--- src/rtl/regfile_sync_sb_if.sv ---
// ---------------------------------------------------------------------------
// regfile_sync_sb_if
//   Bundle of the register-file access signals shared between the decode /
//   writeback stages (master) and the register file itself (slave).
//
//   Read side : rd_addr1, rd_addr2 -> rd_data1, rd_data2, rd_busy1, rd_busy2
//               (outputs registered, valid one cycle after the address)
//   Write side: wr_en, wr_addr, wr_data
//   Hazards   : pend_set, pend_addr (mark a register as awaiting a producer)
//   Status    : ready (clear sweep finished, writes and pend_set honoured)
//
//   Handshake semantics: there is no per-transfer valid/ready pairing.
//   wr_en and pend_set act as qualifying valids and are only honoured on an
//   edge where ready is 1. ready is a level status that never drops except
//   through reset, so a master simply holds off issuing until it sees ready.
// ---------------------------------------------------------------------------
interface regfile_sync_sb_if #(
  parameter int DATA_WIDTH = 32,
  parameter int ADDR_WIDTH = 5
);
  logic [ADDR_WIDTH-1:0] rd_addr1;
  logic [ADDR_WIDTH-1:0] rd_addr2;
  logic [DATA_WIDTH-1:0] rd_data1;
  logic [DATA_WIDTH-1:0] rd_data2;
  logic                  rd_busy1;
  logic                  rd_busy2;
  logic                  wr_en;
  logic [ADDR_WIDTH-1:0] wr_addr;
  logic [DATA_WIDTH-1:0] wr_data;
  logic                  pend_set;
  logic [ADDR_WIDTH-1:0] pend_addr;
  logic                  ready;

  modport master (
    output rd_addr1, rd_addr2, wr_en, wr_addr, wr_data, pend_set, pend_addr,
    input  rd_data1, rd_data2, rd_busy1, rd_busy2, ready
  );

  modport slave (
    input  rd_addr1, rd_addr2, wr_en, wr_addr, wr_data, pend_set, pend_addr,
    output rd_data1, rd_data2, rd_busy1, rd_busy2, ready
  );
endinterface

--- src/rtl/regfile_sync_sb.sv ---
// ---------------------------------------------------------------------------
// regfile_sync_sb
//   DEPTH x DATA_WIDTH register file for pipelined datapaths.
//   - two registered read ports (latency 1) with optional write-to-read bypass
//   - one write port
//   - optional hardwired zero register (entry 0)
//   - clear sweep after reset: one entry zeroed per cycle, then ready rises
//   - per-register pending-write scoreboard for decode-stage hazard checks
//
// Ports
//   clk        clock, all state changes on the rising edge
//   reset      synchronous, active-high; restarts the clear sweep
//   bus        regfile_sync_sb_if.slave (read/write/pending/ready signals)
//   dbg_state  current FSM state (0 = CLEAR, 1 = RUN)
//
// All outputs come straight from flops; there is no input-to-output
// combinational path.
// ---------------------------------------------------------------------------
module regfile_sync_sb #(
  parameter int DATA_WIDTH = 32,
  parameter int ADDR_WIDTH = 5,
  parameter int DEPTH      = 32,
  parameter bit ZERO_REG   = 1'b1,
  parameter bit BYPASS     = 1'b1
) (
  input  logic                   clk,
  input  logic                   reset,
  regfile_sync_sb_if.slave       bus,
  output logic [0:0]             dbg_state
);

  // Index width actually needed to address DEPTH entries.
  localparam int IDX_W = (DEPTH > 1) ? $clog2(DEPTH) : 1;

  localparam logic [0:0] ST_CLEAR = 1'b0;
  localparam logic [0:0] ST_RUN   = 1'b1;

  localparam logic [ADDR_WIDTH-1:0] LAST_IDX = ADDR_WIDTH'(DEPTH - 1);

  // -------------------------------------------------------------------------
  // Address qualification helpers
  // -------------------------------------------------------------------------
  function automatic logic in_range(input logic [ADDR_WIDTH-1:0] a);
    return {{(32-ADDR_WIDTH){1'b0}}, a} < $unsigned(DEPTH);
  endfunction

  function automatic logic is_zero_reg(input logic [ADDR_WIDTH-1:0] a);
    return ZERO_REG && (a == '0);
  endfunction

  // -------------------------------------------------------------------------
  // State
  // -------------------------------------------------------------------------
  logic [0:0]            state;
  logic [ADDR_WIDTH-1:0] clr_idx;
  logic                  ready_q;
  logic [DATA_WIDTH-1:0] rd_data1_q;
  logic [DATA_WIDTH-1:0] rd_data2_q;
  logic                  rd_busy1_q;
  logic                  rd_busy2_q;
  logic [DEPTH-1:0]      pend_q;
  logic [DATA_WIDTH-1:0] mem [DEPTH];

  // Truncated indices; only used after the matching in_range() check.
  logic [IDX_W-1:0] wr_idx;
  logic [IDX_W-1:0] pend_idx;
  logic [IDX_W-1:0] rd_idx1;
  logic [IDX_W-1:0] rd_idx2;
  logic [IDX_W-1:0] clr_sel;

  assign wr_idx   = bus.wr_addr[IDX_W-1:0];
  assign pend_idx = bus.pend_addr[IDX_W-1:0];
  assign rd_idx1  = bus.rd_addr1[IDX_W-1:0];
  assign rd_idx2  = bus.rd_addr2[IDX_W-1:0];
  assign clr_sel  = clr_idx[IDX_W-1:0];

  // -------------------------------------------------------------------------
  // Next-state logic for RUN
  // -------------------------------------------------------------------------
  logic                  run;
  logic                  wr_ok;
  logic                  pend_ok;
  logic [DEPTH-1:0]      pend_nxt;
  logic [DATA_WIDTH-1:0] rd_nxt1;
  logic [DATA_WIDTH-1:0] rd_nxt2;
  logic                  busy_nxt1;
  logic                  busy_nxt2;

  assign run = (state == ST_RUN);

  assign wr_ok   = run && bus.wr_en && in_range(bus.wr_addr)
                   && !is_zero_reg(bus.wr_addr);
  assign pend_ok = run && bus.pend_set && in_range(bus.pend_addr)
                   && !is_zero_reg(bus.pend_addr);

  // Clear first, then set: a new producer issuing in the same cycle as the
  // old one retiring leaves the register pending.
  always_comb begin
    pend_nxt = pend_q;
    if (wr_ok) begin
      pend_nxt[wr_idx] = 1'b0;
    end
    if (pend_ok) begin
      pend_nxt[pend_idx] = 1'b1;
    end
  end

  // Read port 1: invalid and zero-register addresses read 0 before bypass is
  // considered, so a write to an ignored address can never be forwarded.
  always_comb begin
    rd_nxt1   = '0;
    busy_nxt1 = 1'b0;
    if (in_range(bus.rd_addr1)) begin
      busy_nxt1 = pend_nxt[rd_idx1];
      if (!is_zero_reg(bus.rd_addr1)) begin
        if (BYPASS && wr_ok && (bus.wr_addr == bus.rd_addr1)) begin
          rd_nxt1 = bus.wr_data;
        end else begin
          rd_nxt1 = mem[rd_idx1];
        end
      end
    end
  end

  // Read port 2: identical rules to port 1.
  always_comb begin
    rd_nxt2   = '0;
    busy_nxt2 = 1'b0;
    if (in_range(bus.rd_addr2)) begin
      busy_nxt2 = pend_nxt[rd_idx2];
      if (!is_zero_reg(bus.rd_addr2)) begin
        if (BYPASS && wr_ok && (bus.wr_addr == bus.rd_addr2)) begin
          rd_nxt2 = bus.wr_data;
        end else begin
          rd_nxt2 = mem[rd_idx2];
        end
      end
    end
  end

  // -------------------------------------------------------------------------
  // Control and output registers
  // -------------------------------------------------------------------------
  always_ff @(posedge clk) begin
    if (reset) begin
      state      <= ST_CLEAR;
      clr_idx    <= '0;
      ready_q    <= 1'b0;
      rd_data1_q <= '0;
      rd_data2_q <= '0;
      rd_busy1_q <= 1'b0;
      rd_busy2_q <= 1'b0;
      pend_q     <= '0;
    end else begin
      case (state)
        ST_CLEAR: begin
          // Reads and pending flags stay quiet until every entry is zeroed.
          rd_data1_q <= '0;
          rd_data2_q <= '0;
          rd_busy1_q <= 1'b0;
          rd_busy2_q <= 1'b0;
          clr_idx    <= clr_idx + ADDR_WIDTH'(1);
          if (clr_idx == LAST_IDX) begin
            state   <= ST_RUN;
            ready_q <= 1'b1;
          end
        end
        default: begin
          rd_data1_q <= rd_nxt1;
          rd_data2_q <= rd_nxt2;
          rd_busy1_q <= busy_nxt1;
          rd_busy2_q <= busy_nxt2;
          pend_q     <= pend_nxt;
        end
      endcase
    end
  end

  // -------------------------------------------------------------------------
  // Storage array: no reset; the sweep zeroes it one entry per cycle.
  // -------------------------------------------------------------------------
  always_ff @(posedge clk) begin
    if (!reset) begin
      if (state == ST_CLEAR) begin
        mem[clr_sel] <= '0;
      end else if (wr_ok) begin
        mem[wr_idx] <= bus.wr_data;
      end
    end
  end

  assign bus.rd_data1 = rd_data1_q;
  assign bus.rd_data2 = rd_data2_q;
  assign bus.rd_busy1 = rd_busy1_q;
  assign bus.rd_busy2 = rd_busy2_q;
  assign bus.ready    = ready_q;
  assign dbg_state    = state;

endmodule

--- src/flat_wrapper.sv ---
// flat-port wrapper written by rule: the top's interface ports become plain ports
module regfile_sync_sb_flat 
#(
  parameter int DATA_WIDTH = 32,
  parameter int ADDR_WIDTH = 5,
  parameter int DEPTH      = 32,
  parameter bit ZERO_REG   = 1'b1,
  parameter bit BYPASS     = 1'b1
)
  (clk, reset, dbg_state, bus_rd_addr1, bus_rd_addr2, bus_wr_en, bus_wr_addr, bus_wr_data, bus_pend_set, bus_pend_addr, bus_rd_data1, bus_rd_data2, bus_rd_busy1, bus_rd_busy2, bus_ready);
  regfile_sync_sb_if #(.DATA_WIDTH(DATA_WIDTH), .ADDR_WIDTH(ADDR_WIDTH)) bus_i ();
  input  logic clk;
  input  logic reset;
  output logic [0:0] dbg_state;
  input wire logic [$bits(bus_i.rd_addr1)-1:0] bus_rd_addr1;
  input wire logic [$bits(bus_i.rd_addr2)-1:0] bus_rd_addr2;
  input wire logic [$bits(bus_i.wr_en)-1:0] bus_wr_en;
  input wire logic [$bits(bus_i.wr_addr)-1:0] bus_wr_addr;
  input wire logic [$bits(bus_i.wr_data)-1:0] bus_wr_data;
  input wire logic [$bits(bus_i.pend_set)-1:0] bus_pend_set;
  input wire logic [$bits(bus_i.pend_addr)-1:0] bus_pend_addr;
  output wire logic [$bits(bus_i.rd_data1)-1:0] bus_rd_data1;
  output wire logic [$bits(bus_i.rd_data2)-1:0] bus_rd_data2;
  output wire logic [$bits(bus_i.rd_busy1)-1:0] bus_rd_busy1;
  output wire logic [$bits(bus_i.rd_busy2)-1:0] bus_rd_busy2;
  output wire logic [$bits(bus_i.ready)-1:0] bus_ready;
  assign bus_i.rd_addr1 = bus_rd_addr1;
  assign bus_i.rd_addr2 = bus_rd_addr2;
  assign bus_i.wr_en = bus_wr_en;
  assign bus_i.wr_addr = bus_wr_addr;
  assign bus_i.wr_data = bus_wr_data;
  assign bus_i.pend_set = bus_pend_set;
  assign bus_i.pend_addr = bus_pend_addr;
  assign bus_rd_data1 = bus_i.rd_data1;
  assign bus_rd_data2 = bus_i.rd_data2;
  assign bus_rd_busy1 = bus_i.rd_busy1;
  assign bus_rd_busy2 = bus_i.rd_busy2;
  assign bus_ready = bus_i.ready;
  regfile_sync_sb #(.DATA_WIDTH(DATA_WIDTH), .ADDR_WIDTH(ADDR_WIDTH), .DEPTH(DEPTH), .ZERO_REG(ZERO_REG), .BYPASS(BYPASS)) u_core (.clk(clk), .reset(reset), .bus(bus_i), .dbg_state(dbg_state));
endmodule
--- config.mk ---
export PLATFORM = sky130hd
export DESIGN_NAME = regfile_sync_sb_flat
export DESIGN_NICKNAME = d
export VERILOG_FILES = /design/src/rtl/regfile_sync_sb_if.sv /design/src/rtl/regfile_sync_sb.sv /design/src/flat_wrapper.sv
export SDC_FILE = /design/constraint.sdc
export NUM_CORES = 2
export LEC_CHECK = 0
export CAP_MARGIN = 20
export CORE_AREA = 2 2 384 310
export DETAILED_ROUTE_END_ITERATION = 6
export DIE_AREA = 0 0 386 312
export PLACE_DENSITY = 0.65
export SYNTH_ARGS = -nofsm -noshare
export SYNTH_HDL_FRONTEND = slang
export SYNTH_SLANG_ARGS = --single-unit
--- constraint.sdc ---
create_clock -name clk -period 5.1 [get_ports clk]
set_input_delay 0.765 -clock clk [delete_from_list [all_inputs] [get_ports clk]]
set_output_delay 0.765 -clock clk [all_outputs]
set_load 0.005 [all_outputs]
Word level (Yosys, flattened, before mapping)
Memories as Yosys holds them, arrays and structs flattened. A register that Yosys moved wholly into a read port is not among the register bits.
Index checks and enable logic that the tools add are counted.
Word-level totals
  bits in registers: 41
  bits in writable memories: 1024
  input port bits: 56
  output and inout bits: 68
  logic and storage cells: 58
  memories kept: 1
Memory list
  u_core.mem: words 32, bits a word 32, read ports 2, clocked after memory_dff 2, wr ports 1, line regfile_sync_sb.sv:62  | logic [DATA_WIDTH-1:0] mem [DEPTH];
Operators by class
  add/subtract/negate cells: 1
  $lt $le $gt $ge: 6
  equality and inequality tests: 1
  muxes and demuxes: 22
  bitwise gates (word level): 4
  reduce and logical (&&, ||, !) cells: 17
Operators by type and width (count)
  32-bit 2-to-1 mux: 3
  32-bit AND: 1
  32-bit NOT: 1
  32-bit OR: 1
  32-bit OR reduction: 1
  5-bit by 6-bit < comparator with 1-bit output (second input constant): 4
  5-bit logical NOT: 4
  1-bit 2-to-1 mux: 14
  1-bit binary-select mux with 5-bit select: 2
  1-bit demux with 5-bit select: 2
  5-bit by 1-bit greater-or-equal comparator with 1-bit output (second input constant): 2
  1-bit logical AND: 6
  3-bit OR reduction: 2
  5-bit by 1-bit adder with 5-bit output (second input constant): 1
  5-bit equality test (second input constant): 1
  5-bit 2-to-1 mux: 1
  1-bit logical NOT: 2
  2-bit AND reduction: 1
  2-bit OR reduction: 1
  1-bit NOT: 1

Logic depth before layout (Yosys ltp)
  word-level depth: 11
  depth in mapped cells: 11
  gate-level depth less buffers: 7

Worst setup path after synthesis
Ideal clock, no wire load.
  kind: input -> register
  start point: input port bus_wr_addr[0]
  end point: memory u_core.mem[4][0], enable pin
  library setup time: 421 ps
  arrival: 3555 ps
  data required time: 4679 ps
  slack: 1124 ps
  stages: 7
  buffers on the path: 1
  path through: buf_2 nor2_2 a211oi_4 mux2i_2 nor2b_1 nand2_1 nor2_1
On the way
  word-level cells in the longest chain between the ends: 9
  elaborated cells on any way between the ends: 10
  classes of those cells: mux (6); reduce/logical (4)
Ends and longest elaborated chain
  start: declaration: line flat_wrapper.sv:18  | input wire logic [$bits(bus_i.wr_addr)-1:0] bus_wr_addr;
  5-bit logical NOT: line regfile_sync_sb.sv:48  | return ZERO_REG && (a == '0);
  1-bit logical NOT: line regfile_sync_sb.sv:92  | && !is_zero_reg(bus.wr_addr);
  1-bit logical AND: line regfile_sync_sb.sv:92
  1-bit 2-to-1 mux: line regfile_sync_sb.sv:186  | end else if (wr_ok) begin
  1-bit 2-to-1 mux: line regfile_sync_sb.sv:184  | if (state == ST_CLEAR) begin
  1-bit 2-to-1 mux: line regfile_sync_sb.sv:183  | if (!reset) begin
  1-bit 2-to-1 mux (not written as such): line regfile_sync_sb.sv:187  | mem[wr_idx] <= bus.wr_data;
  32-bit OR reduction (no line)
  5-bit 2-to-1 mux (no line) / 1-bit 2-to-1 mux (equally long branches)
  end: declaration: line regfile_sync_sb.sv:62
Parallel ways exist; a longest one is shown, timed or not.

==> flow_summary.yaml <==
synthesis:
  yosys.cell_types.count: 64
  ys_ff_latch: 1129
  seq_area_frac_synth_pct: 62.9
  postSynthAreaPerCell_um2: 20.7
  synth_edf_count: 1024
  synth-main-ff-cell: "edfxtp_1"
  synthCells: 2518
  async_flop_share_pct: 0
  synth_nets: 2576
  syn_area_um2: 52200
  yosys_warnings: 0
timing:
  period_share_pct: 75.4
  drv_slew: 0
  hold_ws_ns: 0.460
  max_clock_freq_ghz: 0.260
  tns_ns: 0
  min_period_ns: 3.85
  rsz0062_at_grt: "no"
  hold_violations: 0
  worst_pin_slew_ns: 1.07
  slew_headroom_pct: 28.3
  finalSetupViolations: 0
  fin_worst_skew_ns: 0.0175
global_routing:
  grt.total_usage_pct: 25.0
  grt_pass1_vias: 29410
  grt_antenna_before_repair: 3
  grt_pass1_wl_mm: 215
  grt_start_max_net_pins: 93
  grt.overflow.total: 0
pwr:
  leakage_nw: 16.6
  total_power_mw: 19.3
  power-per-cell-area_nw_per_um2: 323
  max-vdd-ir-drop_v: 0.000281
  p_int_mw: 15.0
  pwr-share-seq_pct: 52.1
  combPwrFrac_pct: 6.4
  switchingPower_mw: 4.29
  clkPwrFrac_pct: 41.5
  switching_share_pct: 22.3
clock_tree:
  cts_setup_buffers: 0
  htreeDepth: 3
  numCtsBuffers: 114
  cts_sinks: 1129
  cts_tree: "yes"
  cts-hold-fix-buffers: 0
  clockBufferDepth: 3
  cts_resized: 0
  root_buffer: "clkbuf_16"
  clk_pin_slew_ns: 0.06
  clock_latency_ns: 0.72
worst_setup_path:
  cpMaxStageDelayCell: "clkdlybuf4s50_1"
  path_cells: "clkdlybuf4s50_1 -> nor3_4 -> a211oi_4 -> mux2i_2 -> xnor2_2 -> or3_1 -> buf_4 -> nor3_2 -> a211oi_1"
  regToRegEndpoint: "u_core.bus.rd_data2[20]$_SDFF_PP0_"
  rr_worst_depth: 8
  arrival_ns: 4.45
  cp_max_fo: 16
  critPathCaptureType: "flip-flop"
  worstSetupPathType: "in -> reg"
  worstReg2RegStart: "u_core.dbg_state$_SDFF_PP0_"
  required_ns: 5.70
  start_kind: "primary input"
  max_stage_delay_ns: 0.77
  crit_start: "bus_wr_addr[3]"
  r2r_slack_ns: 1.71
placement:
  hpwlAfterDp_mm: 86.9
  port_buffers: 123
  gp_congestion: 0.860
floorplan:
  dieArea_um2: 120000
  num_rows: 112
  initial_utilization_pct: 44.9
  coreArea_um2: 116000
  die_height_um: 312
  die_w_um: 386
  num_io_pins: 124
routing:
  routedWlPerCell_um: 34.7
  vias: 29036
  post-route-drc-count: 0
  postRouteWirelength_mm: 150
  ant_nets: 0
  viasPerCell: 6.72
  drtIter0Drc: 3831
  drtPass1Iterations: 7
cells_and_area:
  layout_commonest_cell: "edfxtp_1"
  layout_common_cells: "1024 x edfxtp_1, 652 x mux4_2, 114 x clkbuf_16"
  drive_gt1_share_pct: 38.7
  syn2layout_area_growth_pct: 14.5
  n_antenna_cell: 0
  nets: 2742
worst_hold_path:
  hold_depth: 2
  hp-class: "reg -> reg"
  hold_end: "u_core.pend_q[4]$_SDFFE_PP0P_"
  holdCritStartpoint: "u_core.pend_q[4]$_SDFFE_PP0P_"
run_status:
  status: "finished clean"
flow_run:
  drv_cap: 0
[logic make-up (layout without fill, tap and decap cells)]
kind of cell	count (synthesis)	in the layout	share of synthesized area, %
DFF	1129	1129	62.9
muxes	731	731	29.8
buffers and inverters	222	486	1.92
and+or+nand+nor	218	218	2.24
AOI/OAI and AO/OA	204	204	2.88
xor gates and xnor gates	12	12	0.216
adders and majority gates	2	2	0.0479
[worst max-delay path by stage]
stage / slack (ns) / endpoint / cells past startpoint
6_report: 1.25 / u_core.bus.rd_data2[20]$_SDFF_PP0_ / 9
5_1_grt: 1.14 / u_core.bus.rd_data2[14]$_SDFF_PP0_ / 9
4_1_cts: 1.36 / u_core.mem[3][19]$_DFFE_PP_ / 7
3_5_place_dp: 0.62 / u_core.mem[3][23]$_DFFE_PP_ / 7
3_3_place_gp: 0.74 / u_core.bus.rd_data2[14]$_SDFF_PP0_ / 9
2_1_floorplan: 1.12 / u_core.mem[4][0]$_DFFE_PP_ / 7
[sequential cells by signal, summed over array words and instances, names as in the netlist, 5 cells and up]
register / cells
u_core.bus.rd_data2: 32
u_core.clr_idx: 5
u_core.pend_q: 32
u_core.bus.rd_data1: 32
u_core.mem: 1024
[Yosys cell counts (all sizes together) (20+ instances only)]
cell type     n  area [um^2]
nor3         22          173
nand2        50          190
nand3        25          125
nor2         58          239
o21ai        57          285
a211oi       50          468
dfxtp       105         2100
mux2i        43          442
inv          20         75.1
a21oi        38          190
mux4        652        14700
a22o         23          201
clkbuf       96          362
mux2         36          405
edfxtp     1024        30700
and2         20          128
buf         106          567
[power by group through the flow]
stage | Sequential, mW | Combinational, mW | Clock, mW
2_1_floorplan | 10.2 | 0.829 | 0
3_3_place_gp | 10.2 | 1.23 | 0
3_5_place_dp | 10.2 | 1.24 | 0
4_1_cts | 10.0 | 1.24 | 8.10
5_1_grt | 10.0 | 1.30 | 8.46
6_report | 10.0 | 1.24 | 8.00
[stage by stage]
step / setup WS (ns) / cells / util [%] / area [um^2]
2_1_floorplan: 1.12 / 2518 / - / 52200
3_3_place_gp: 0.735 / 4104 / 48.3 / 56200
3_5_place_dp: 0.621 / 4104 / 48.3 / 56200
4_1_cts: 1.36 / 4318 / 51.4 / 59700
5_1_grt: 1.14 / 4321 / 51.4 / 59700
6_report: 1.25 / 4321 / 51.4 / 59700
[worst max-delay path: cells and delay by family]
family / cells / cell delay (ns)
and+or+nand+nor: 3 / 0.83
xor gates and xnor gates: 1 / 0.20
AOI/OAI and AO/OA: 2 / 0.96
buffers and inverters: 2 / 1.08
muxes: 1 / 0.59
[cell type report]
type / count / area, um^2
fillers: 8969 / 56400
flip-flops and latches: 1129 / 32900
multi-input cells: 1167 / 18600
clock buffers: 159 / 3110
repair buffers: 252 / 2760
well taps: 1539 / 1930
clock inverters: 55 / 423
inverters: 20 / 75.1
[per-layer routing]
layer / track usage, % / wire, um / vias to the layer above
li1: - / - / 11308
met1: 36.7 / 59900 / 15781
met2: 38.0 / 70300 / 1718
met3: 6.08 / 16000 / 229
met4: 6.14 / 3770 / 0
met5: 0 / 0 / -
Note: power is estimated with default switching activity, not from simulation.
==> RTL edit 1 (same settings) <==
`DATA_WIDTH` is set to 32 in 3 places; all go to 24.
--- a/src/rtl/regfile_sync_sb_if.sv
+++ b/src/rtl/regfile_sync_sb_if.sv
@@ -15,7 +15,7 @@
 //   through reset, so a master simply holds off issuing until it sees ready.
 // ---------------------------------------------------------------------------
 interface regfile_sync_sb_if #(
-  parameter int DATA_WIDTH = 32,
+  parameter int DATA_WIDTH = 24,
   parameter int ADDR_WIDTH = 5
 );
   logic [ADDR_WIDTH-1:0] rd_addr1;
--- a/src/rtl/regfile_sync_sb.sv
+++ b/src/rtl/regfile_sync_sb.sv
@@ -17,7 +17,7 @@
 // combinational path.
 // ---------------------------------------------------------------------------
 module regfile_sync_sb #(
-  parameter int DATA_WIDTH = 32,
+  parameter int DATA_WIDTH = 24,
   parameter int ADDR_WIDTH = 5,
   parameter int DEPTH      = 32,
   parameter bit ZERO_REG   = 1'b1,
--- a/src/flat_wrapper.sv
+++ b/src/flat_wrapper.sv
@@ -1,7 +1,7 @@
 // flat-port wrapper written by rule: the top's interface ports become plain ports
 module regfile_sync_sb_flat 
 #(
-  parameter int DATA_WIDTH = 32,
+  parameter int DATA_WIDTH = 24,
   parameter int ADDR_WIDTH = 5,
   parameter int DEPTH      = 32,
   parameter bit ZERO_REG   = 1'b1,
Interface: changed (resized bus_rd_data1, bus_rd_data2 and bus_wr_data); port bits go from 124 to 100. No check against the original RTL was run, so the function may have changed too.
==> RTL edit 1 against the unedited design <==
Worst hold slack gained 0.021 ns; routed wire length shrank 23%; combinational power shrank 22%; core utilization shrank 12 points; synthesized area shrank 23%; power shrank 24%; design area shrank 23%; sequential cell count shrank 272; setup slack lost 0.35 ns; count of clock-buffer cells in the layout shrank 54; critical path type unchanged; clock skew grew 0.0050 ns; register-to-register slack lost 0.57 ns.
==> RTL edit 1: results (changes against the unedited design) <==
----------------------------------------------------
[Run status]
  Result of the run ... finished, final reports clean

[Worst setup path]
  Largest delay share family, worst path ... simple AND/OR/NAND/NOR gates
  Capture instance of the worst register-to-register path ... u_core.bus.rd_data1[2]
  Highest cell delay on the worst timing path ... 0.71 ns (-0.06 ns)
  Reg2Reg Depth ... 9 (+1)
  Critical path data arrival time ... 4.78 ns (+0.33 ns)
  Crit-path max FO ... 23 (+7)
  Setup slack of the most critical reg-to-reg path ... 1.14 ns (-0.57 ns)
  Worst setup path start ... bus_wr_addr[0]

[Pwr]
  Static leakage ... 12.8 nW (-23%)
  Clock power frac ... 0.416 (about the same)
  Net switching component of the power ... 3.28 mW (-24%)
  Max IR drop VDD ... 0.000224 V (-20%)
  Power drawn by the combinational cells ... 964 uW (-22%)
  Total Power ... 14.7 mW (-24%)

[Timing]
  Hold Slack ... 0.481 ns (+0.0211 ns)
  Slew at the pin with the worst max-slew slack ... 1.12 ns (+0.0495 ns)
  Clock tree skew after final layout ... 0.0225 ns (+0.00500 ns)
  Final worst path period need ... 4.20 ns (+0.351 ns)

[Place]
  Dpl ws ... 0.365 ns (-0.256 ns)
  Number of cells after detailed placement ... 3587 (-13%)
  Weighted congestion reported at the end of routability-driven placement ... 0.952 (+11%)
  Placed standard-cell area ... 43300 sq um (-23%)
  Port-buffer cells ... 99 (-20%)

[Worst hold path]
  Worst hold stages ... 1 (-1)
  Worst hold start ... u_core.pend_q[24]
  Hold Crit Class ... reg2reg

[Global routing]
  Total track usage ... 0.190 (-0.0601)
  First-pass GRT wire length ... 165000 microns (-23%)
  Vias in the first global route ... 23054 (-22%)

[Synth]
  Per-instance average area after synthesis ... 19.8 sq um (-4.5%)
  Leading post-synthesis cells by instance count ... sky130_fd_sc_hd__edfxtp_1 (768), sky130_fd_sc_hd__mux4_2 (484), sky130_fd_sc_hd__clkbuf_1 (90)
  Share of the yosys chip area belonging to registers ... 0.621 (-0.00822)
  Parity-gate share of the synthesized area counting xor and xnor cells ... 0.00297 (+0.000815)
  Number of synthesized flops with an enable pin ... 768 (-25%)
  Multiplexer share of the synthesized area ... 0.296 (-0.00189)
  Post-Synth Adder-Cell Area ... 0.000626 (+0.000146)

[Finish]
  Fraction of layout instances using a drive strength above 1 ... 0.378 (-0.00920)
  Net count reported at finish ... 2189 (-20%)

[Routing]
  Routed vias ... 22647 (-22%)
  Iteration count of the initial detailed-routing pass ... 6 (-1)
  Initial DRC Count ... 2919 (-24%)

[Clock network]
  Skew-Pair Late Insertion Delay ... 0.68 ns (-0.04 ns)
  Total CTS buffers ... 81 (-29%)

----------------------------------------------------
-- RTL edit 1: cell count changes after synthesis, sizes merged, moves of 10 or more --
cell    change
a211oi     -18
and2       -17
buf        -38
dfxtp      -16
edfxtp    -256
mux2       +14
mux4      -168
nand2      +24
nor3       -15
o211ai     +10
o31ai      -14
-- RTL edit 1: per-layer routing --
metal,track usage,wire length [microns]
met3,0.0671,13700
met4,0.0508,2840
met1,0.265,46400
met2,0.283,51900
met5,0,35
-- RTL edit 1: final cells by class --
| class | instances | area (sq um) |
|---|---|---|
| clock buffer | 105 | 2230 |
| fill | 10227 | 70100 |
| inverter | 30 | 115 |
| tap | 1539 | 1930 |
| clock inverter | 41 | 384 |
| timing repair buffer | 194 | 1940 |
| sequential | 857 | 24800 |
| antenna | 2 | 5.00 |
| multi-input combinational | 975 | 14600 |
==> RTL edit 2 (config.mk and constraints unchanged) <==
Without the edit above. Make the reset (`reset`) asynchronous in one clocked block.
--- a/src/rtl/regfile_sync_sb.sv
+++ b/src/rtl/regfile_sync_sb.sv
@@ -141,7 +141,7 @@
   // -------------------------------------------------------------------------
   // Control and output registers
   // -------------------------------------------------------------------------
-  always_ff @(posedge clk) begin
+  always_ff @(posedge clk or posedge reset) begin
     if (reset) begin
       state      <= ST_CLEAR;
       clr_idx    <= '0;
Function: same outputs for any inputs over 4 cycles, from zero or initial values and one cycle with reset high; that may be too few to reach the edited logic, so the function may still have changed.
==> RTL edit 2 against the unedited design <==
Setup slack improved by 0.19 ns; routed wire length fell by 1.4%; combinational power grew 29%; design area up 0.34%; sequential cell count unchanged; synthesized area fell by 0.47%; sequential share of layout area rose by 0.69 points; critical path depth up 2; register-to-register slack improved by 0.31 ns; power up 5.4%; highest routed layer is now met5.
==> RTL edit 2: results (changes against the unedited design) <==
----------------------------------------------------
[Run status]
  Result of the run ... finished, final reports clean

[Place]
  Placed standard-cell area ... 56100 sq um (about the same)
  Number of cells after detailed placement ... 4075 (-0.71%)
  Dpl ws ... 0.777 ns (+0.156 ns)
  Weighted congestion reported at the end of routability-driven placement ... 0.858 (-0.23%)

[Pwr]
  Proportion of power drawn by combinational gates ... 0.079 (+0.015)
  Net switching component of the power ... 4.61 mW (+7.5%)
  Internal power ... 15.7 mW (+4.7%)
  Max IR drop VDD ... 0.000290 V (+3.1%)
  Static leakage ... 21.1 nW (+27%)

[Timing]
  Hold Slack ... 0.409 ns (-0.0507 ns)
  Slew at the pin with the worst max-slew slack ... 0.995 ns (-0.0802 ns)

[Worst setup path]
  Reg2Reg Depth ... 4 (-4)
  Crit-path max FO ... 32 (+16)
  Critical path data arrival time ... 4.04 ns (-0.41 ns)
  Setup slack of the most critical reg-to-reg path ... 2.02 ns (+0.31 ns)
  Critical Path Slowest Stage Cell ... sky130_fd_sc_hd__or3_1
  Timing endpoint of the critical path ... u_core.mem[25][19]
  Highest cell delay on the worst timing path ... 0.45 ns (-0.32 ns)
  Worst setup path start ... bus_wr_addr[2]
  Capture instance of the worst register-to-register path ... u_core.bus.rd_data1[16]
  Reg2Reg Launch Point ... u_core.dbg_state

[Routing]
  Top Metal Used ... met5
  Final routed wirelength across all metal layers ... 148000 microns (-1.4%)
  Wl on met1 ... 58400 microns (-2.5%)
  Wire length on met2 ... 71200 microns (+1.4%)
  Routed vias ... 28223 (-2.8%)
  Met3 routed WL ... 12100 microns (-24%)
  Iteration count of the initial detailed-routing pass ... 5 (-2)
  Initial DRC Count ... 3384 (-12%)

[Global routing]
  Global routing usage on met3 ... 0.0431 (-0.0177)
  Maximum number of pins on one net before global-route repair ... 68 (-27%)
  Initial antenna violation count ... 2 (-1)
  Grt met2 use ... 0.393 (+0.0122)
  Vias in the first global route ... 29147 (-0.89%)
  GR Util met1 ... 0.351 (-0.0158)
  First-pass GRT wire length ... 213000 microns (-0.86%)

[Clock network]
  Total CTS buffers ... 113 (-0.88%)
  Skew-Pair Late Insertion Delay ... 0.73 ns

[Synth]
  Distinct cell type count after synthesis ... 60 (-6.3%)
  Top cells by area, synth ... sky130_fd_sc_hd__edfxtp_1 (59%), sky130_fd_sc_hd__mux4_2 (28%), sky130_fd_sc_hd__dfrtp_1 (5.1%)
  Number of synthesized flops with an enable pin ... 1024 (unchanged)
  Per-instance average area after synthesis ... 21.1 sq um (+1.7%)
  Share of the yosys chip area belonging to registers ... 0.642 (+0.0131)
  Leading post-synthesis cells by instance count ... sky130_fd_sc_hd__edfxtp_1 (1024), sky130_fd_sc_hd__mux4_2 (647), sky130_fd_sc_hd__nor2_1 (111)
  Post-synthesis net count ... 2522 (-2.1%)

[Finish]
  Largest register by flop count ... u_core.mem
  Fraction of layout instances using a drive strength above 1 ... 0.372 (-0.0156)
  Net count reported at finish ... 2710 (-1.2%)
  Number of standard cells in the final layout excluding fillers ... 4291 (-0.69%)

[Worst hold path]
  Worst hold stages ... 0 (-2)

----------------------------------------------------
==> RTL edit 2: changes by cell type after synthesis, sizes merged, moves of 31 or more <==
cell | before | now
a21oi | 38 | 7
mux2 | 36 | 4
dfxtp | 105 | 0
mux2i | 43 | 74
dfrtp | 0 | 105
nor2 | 58 | 111
==> RTL edit 2: logic make-up after synthesis <==
logic type	count (synthesis)	synth area share
DFF	1129	0.642
AOI/OAI and AO/OA	153	0.0199
muxes	725	0.296
xor gates and xnor gates	13	0.00219
and+or+nand+nor	237	0.0221
adders and majority gates	2	0.000482
buffers and inverters	205	0.0172
==> RTL edit 2: final cells by class <==
class                           instances  area, sq um
Clock inverter                         84          778
Timing Repair Buffer                  266         2840
Inverter                               12         55.1
Sequential cell                      1129        33400
Tap cell                             1539         1930
Multi-Input combinational cell       1130        18000
Antenna cell                            1         2.50
Clock buffer                          130         3000
Fill cell                            8868        56200
